## src/rtl/apb_master.sv

```systemverilog
// APB initiator: turns single-beat local commands into APB transfers.
// Only one transfer is in flight at a time. A transfer that stalls too long is aborted with rsp_err.
module apb_master #(
  parameter int AW      = 8,
  parameter int DW      = 8,
  parameter int TIMEOUT = 15
) (
  input  logic          clk,
  input  logic          reset,
  input  logic          cmd_valid,
  output logic          cmd_ready,
  input  logic          cmd_write,
  input  logic [AW-1:0] cmd_addr,
  input  logic [DW-1:0] cmd_wdata,
  output logic          rsp_valid,
  output logic [DW-1:0] rsp_rdata,
  output logic          rsp_err,
  output logic          busy,
  output logic          psel,
  output logic          penable,
  output logic          pwrite,
  output logic [AW-1:0] addr,
  output logic [DW-1:0] pwdata,
  input  logic [DW-1:0] prdata,
  input  logic          pready
);

  localparam int CW = (TIMEOUT < 1) ? 1 : $clog2(TIMEOUT + 1);
  localparam logic [CW-1:0] TO_VAL = CW'(TIMEOUT);

  typedef enum logic [1:0] {
    IDLE   = 2'd0,
    SETUP  = 2'd1,
    ACCESS = 2'd2
  } state_t;

  state_t        state;
  logic [CW-1:0] wait_cnt;
  logic [CW-1:0] wait_nxt;

  // Saturating increment, so a disabled timeout can never wrap into a false abort
  assign wait_nxt  = (&wait_cnt) ? wait_cnt : wait_cnt + CW'(1);
  assign cmd_ready = (state == IDLE);
  assign busy      = (state != IDLE);

  always_ff @(posedge clk) begin
    if (reset) begin
      state     <= IDLE;
      wait_cnt  <= '0;
      psel      <= 1'b0;
      penable   <= 1'b0;
      pwrite    <= 1'b0;
      addr      <= '0;
      pwdata    <= '0;
      rsp_valid <= 1'b0;
      rsp_rdata <= '0;
      rsp_err   <= 1'b0;
    end else begin
      rsp_valid <= 1'b0;
      case (state)
        IDLE: begin
          if (cmd_valid) begin
            pwrite   <= cmd_write;
            addr     <= cmd_addr;
            pwdata   <= cmd_wdata;
            wait_cnt <= '0;
            psel     <= 1'b1;
            penable  <= 1'b0;
            state    <= SETUP;
          end
        end
        SETUP: begin
          penable <= 1'b1;
          state   <= ACCESS;
        end
        ACCESS: begin
          if (pready) begin
            // Completion takes priority over a timeout landing in the same cycle
            psel      <= 1'b0;
            penable   <= 1'b0;
            rsp_valid <= 1'b1;
            rsp_err   <= 1'b0;
            rsp_rdata <= pwrite ? '0 : prdata;
            state     <= IDLE;
          end else begin
            wait_cnt <= wait_nxt;
            if ((TIMEOUT != 0) && (wait_nxt == TO_VAL)) begin
              psel      <= 1'b0;
              penable   <= 1'b0;
              rsp_valid <= 1'b1;
              rsp_err   <= 1'b1;
              rsp_rdata <= '0;
              state     <= IDLE;
            end
          end
        end
        default: begin
          psel    <= 1'b0;
          penable <= 1'b0;
          state   <= IDLE;
        end
      endcase
    end
  end

endmodule
```

## config.mk

```make
export PLATFORM = sky130hd
export DESIGN_NAME = apb_master
export DESIGN_NICKNAME = d
export VERILOG_FILES = /design/src/rtl/apb_master.sv
export SDC_FILE = /design/constraint.sdc
export NUM_CORES = 1
export LEC_CHECK = 0
export CELL_PAD_IN_SITES_DETAIL_PLACEMENT = 1
export CELL_PAD_IN_SITES_GLOBAL_PLACEMENT = 1
export CORE_UTILIZATION = 28
export DETAILED_ROUTE_END_ITERATION = 6
export GPL_TIMING_DRIVEN = 0
export PLACE_DENSITY_LB_ADDON = 0.08
export SYNTH_ARGS = -nofsm -noshare
export SYNTH_HDL_FRONTEND = slang
export SYNTH_SLANG_ARGS = --single-unit
export TNS_END_PERCENT = 1
```

## constraint.sdc

```tcl
create_clock -name clk -period 1.65 [get_ports clk]
set_input_delay 0.33 -clock clk [delete_from_list [all_inputs] [get_ports clk]]
set_output_delay 0.33 -clock clk [all_outputs]
set_load 0.05 [all_outputs]
```

==> load_flow_metrics.sql <==
INSERT INTO impl_metrics (metric_group, metric, value, unit) VALUES
('job', 'drv_cap', '0', ''),
('floorplan', 'die_height', '76.4', 'um'),
('worst_hold_path', 'worstHoldPathCells', '2', ''),
('critical_path', 'biggest_fanout_along_the_worst_timing_path', '10', ''),
('clocking', 'clockRootBuffer', 'sky130_fd_sc_hd__clkbuf_8', ''),
('finish', 'fillers', '648', ''),
('global_route', 'number_of_global_route_vias_before_repair', '1602', ''),
('floorplan', 'top_level_ports', '60', ''),
('critical_path', 'critPathKind', 'in -> reg', ''),
('logic_synthesis', 'synth_top_cells_by_area', 'sky130_fd_sc_hd__dfxtp_1 44%, sky130_fd_sc_hd__nand2_1 8.5%, sky130_fd_sc_hd__a21oi_1 6.5%', ''),
('clocking', 'worstSkewPairLatency', '280', 'ps'),
('logic_synthesis', 'synth-xor-area-share', '0.565', '%'),
('route', 'drtAntennaViolNets', '0', ''),
('logic_synthesis', 'avgSynthCellArea', '8.16', 'um2'),
('critical_path', 'critPathTopFamily', 'buffers and inverters', ''),
('pwr', 'power_leakage', '0.963', 'nW'),
('timing', 'timing.slew.headroom', '66.3', '%'),
('logic_synthesis', 'post_synth_num_cell_types', '38', ''),
('logic_synthesis', 'synth_area_leader_cell', 'sky130_fd_sc_hd__dfxtp_1', ''),
('global_route', 'groute.usage.overall', '15.7', '%'),
('route', 'remaining_drc_errors', '0', ''),
('floorplan', 'dieWidth', '76.4', 'um'),
('worst_hold_path', 'timing.hold.worst.class', 'reg -> reg', ''),
('finish', 'antenna_cells_inserted', '0', ''),
('timing', 'final_worst_path_cycle_share', '95.4', '%'),
('clocking', 'tritoncts_clock_tree', 'done', ''),
('global_route', 'grt_start_max_net_pins', '11', ''),
('timing', 'postLayoutSetupSlackWorst', '76.0', 'ps'),
('timing', 'fin_worst_skew', '7.24', 'ps'),
('outcome', 'run_status', 'finished, final reports clean', ''),
('pwr', 'total_power', '2.11', 'mW'),
('finish', 'share_of_cells_above_drive_strength_1', '13.3', '%'),
('finish', 'area_grow_syn2layout', '51.0', '%'),
('clocking', 'cts.clk_slew.worst_paths', '70', 'ps'),
('placement', 'port-buffer-count', '58', ''),
('global_route', 'grt-ovfl-total', '0', ''),
('timing', 'setup-violations-final', '0', ''),
('placement', 'detailed_place_hpwl', '3080', 'um'),
('critical_path', 'worst_setup_path_end_kind', 'flop', ''),
('global_route', 'wire_length_of_the_first_global_routing_pass', '7400', 'um'),
('critical_path', 'timing.critical_path.cells', 'clkdlybuf4s50_1 > nor3b_1 > clkbuf_1 > nor2_1 > a311oi_1', ''),
('route', 'routed_wirelength', '4360', 'um'),
('global_route', 'grt_antenna_before_repair', '0', ''),
('timing', 'maxClockFrequency', '635', 'MHz'),
('floorplan', 'effective_utilization_at_floorplan', '29.8', '%'),
('logic_synthesis', 'post_synth_fa_ha_maj_area_fraction', '0.807', '%'),
('logic_synthesis', 'synth.net_count', '220', ''),
('critical_path', 'reg2reg_slack', '100', 'ps'),
('logic_synthesis', 'yosys.area_share.simple', '29.8', '%'),
('clocking', 'cts.hold.buffers_added', '0', ''),
('clocking', 'clk_path_buf_depth', '2', ''),
('floorplan', 'design.die.area', '5840', 'um2'),
('route', 'routed_via_density', '4.90', ''),
('timing', 'rsz0062_at_grt', 'yes', ''),
('clocking', 'cts_htree_levels', '2', ''),
('logic_synthesis', 'yosys-mux-area-fraction', '0', '%'),
('critical_path', 'worst_ep_required_time', '1850', 'ps'),
('placement', 'place_congestion', '0.742', ''),
('timing', 'tightest_slew', '506', 'ps'),
('clocking', 'clock_sinks', '34', ''),
('pwr', 'power_per_cell_area', '902', 'nW/um2'),
('logic_synthesis', 'synth_top_family_by_area', 'simple AND/OR/NAND/NOR gates', ''),
('critical_path', 'worst_r2r_path_depth', '5', ''),
('route', 'via_count', '1593', ''),
('logic_synthesis', 'mappedNetlistArea', '1550', 'um2'),
('floorplan', 'core_region_area', '5200', 'um2'),
('timing', 'fin_crit', '1570', 'ps'),
('logic_synthesis', 'post_synth_inst_count', '190', ''),
('timing', 'final_max_slew_viol_count', '0', ''),
('logic_synthesis', 'synth.ff_latch_count', '34', ''),
('route', 'detail_route.wl_per_cell', '13.4', 'um');
==> cells in the mapped netlist <==
cell type / instances
sky130_fd_sc_hd__nand2_1: 35
sky130_fd_sc_hd__dfxtp_1: 34
sky130_fd_sc_hd__a21oi_1: 20
sky130_fd_sc_hd__clkbuf_1: 11
sky130_fd_sc_hd__o211ai_1: 10
sky130_fd_sc_hd__nand3_1: 9
sky130_fd_sc_hd__nand3b_1: 9
sky130_fd_sc_hd__o21ai_0: 9
sky130_fd_sc_hd__nor2b_1: 8
sky130_fd_sc_hd__nor2_1: 5
sky130_fd_sc_hd__buf_2: 3
sky130_fd_sc_hd__nand4_1: 3
sky130_fd_sc_hd__a41oi_1: 2
sky130_fd_sc_hd__buf_1: 2
sky130_fd_sc_hd__inv_1: 2
sky130_fd_sc_hd__nand2b_1: 2
sky130_fd_sc_hd__nor3_1: 2
sky130_fd_sc_hd__nor3b_1: 2
sky130_fd_sc_hd__or3_1: 2
sky130_fd_sc_hd__or4bb_1: 2
sky130_fd_sc_hd__a2111oi_0: 1
sky130_fd_sc_hd__a21oi_2: 1
sky130_fd_sc_hd__a22o_1: 1
sky130_fd_sc_hd__a311oi_1: 1
sky130_fd_sc_hd__a31o_2: 1
sky130_fd_sc_hd__a31oi_1: 1
sky130_fd_sc_hd__and3_1: 1
sky130_fd_sc_hd__and4bb_2: 1
sky130_fd_sc_hd__buf_4: 1
sky130_fd_sc_hd__buf_6: 1
sky130_fd_sc_hd__ha_1: 1
sky130_fd_sc_hd__nor4_1: 1
sky130_fd_sc_hd__nor4b_1: 1
sky130_fd_sc_hd__o22a_1: 1
sky130_fd_sc_hd__or2_2: 1
sky130_fd_sc_hd__or3b_1: 1
sky130_fd_sc_hd__or3b_2: 1
sky130_fd_sc_hd__xnor2_1: 1
==> worst register-to-register path, delay by kind of cell (launching register included) <==
family                 cells  cell delay (ps)
buffers and inverters      2              590
DFF                        1              320
and+or+nand+nor            2              320
AOI/OAI and AO/OA          1              230
==> power by group <==
group          total, mW  switching (mW)  internal, mW
Sequential         0.892          0.0238         0.868
Clock              0.724           0.302         0.422
Combinational      0.496           0.319         0.177
==> final timing paths <==
path / start / endpoint
worst max-delay path: cmd_valid / psel$_SDFFE_PP0P_
worst min-delay path: pwdata[3]$_SDFFE_PP0P_ / pwdata[3]$_SDFFE_PP0P_
worst max register to register: penable$_SDFFE_PP0P_ / psel$_SDFFE_PP0P_
worst min register to register: pwdata[3]$_SDFFE_PP0P_ / pwdata[3]$_SDFFE_PP0P_
==> flip-flops by register name, summed over array words and instances (netlist names) <==
signal     cells
addr           8
penable        1
psel           1
pwdata         8
pwrite         1
rsp_err        1
rsp_rdata      8
rsp_valid      1
state          1
wait_cnt       4
==> logic make-up after synthesis <==
| group | after synthesis |
|---|---|
| AOI/OAI and AO/OA | 48 |
| and+or+nand+nor | 86 |
| adders and majority gates | 1 |
| DFF | 34 |
| xor gates and xnor gates | 1 |
| buffers and inverters | 20 |
==> stage by stage <==
| step | TNS (ps) | cell area (um2) | instances | util, % |
|---|---|---|---|---|
| floorplan | -32.9 | 1560 | 190 | - |
| global placement | -14110 | 2220 | 318 | 42.7 |
| detailed placement | -14120 | 2220 | 318 | 42.7 |
| CTS | -46.9 | 2340 | 325 | 45.0 |
| global route | -56.8 | 2340 | 325 | 45.0 |
| finish | 0 | 2340 | 325 | 45.0 |
==> metal layers <==
layer,up-vias,share of wire (%),GRT usage [%]
li1,796,-,-
met1,751,45,19.1
met2,41,49,26.4
met3,5,5.1,3.71
met4,0,1.4,6.73
met5,-,0,0
==> cells in the final DEF (no fill, tap or decap), drive strengths merged, types with 3 or more instances in the layout <==
cell type,netlist,final
nor2b,8,8
o211ai,10,10
nand3,9,9
nand3b,9,9
nand2,35,35
buf,7,9
nor2,5,5
dfxtp,34,34
clkdlybuf4s50,0,27
o21ai,9,9
clkbuf,11,18
nand4,3,3
a21oi,21,21
dlygate4sd2,0,28
==> cell type report <==
cell class / count / area (um2) / share of cell area (%)
multi-input cells: 136 / 816 / 34.8
inverters: 2 / 11.3 / 0.481
flip-flops and latches: 34 / 683 / 29.2
plain buffers: 17 / 86.3 / 3.69
well taps: 70 / 87.6 / 3.74
clock buffers: 8 / 110 / 4.70
repair buffers: 58 / 547 / 23.4
==> what timing repair did <==
item                                    4_1_cts  5_1_grt
gates cloned                                  0        0
gates resized for setup                      52        6
endpoints found under the setup margin       62        9
endpoints found under the hold margin         0        0
Note: power is estimated with default switching activity, not from simulation.
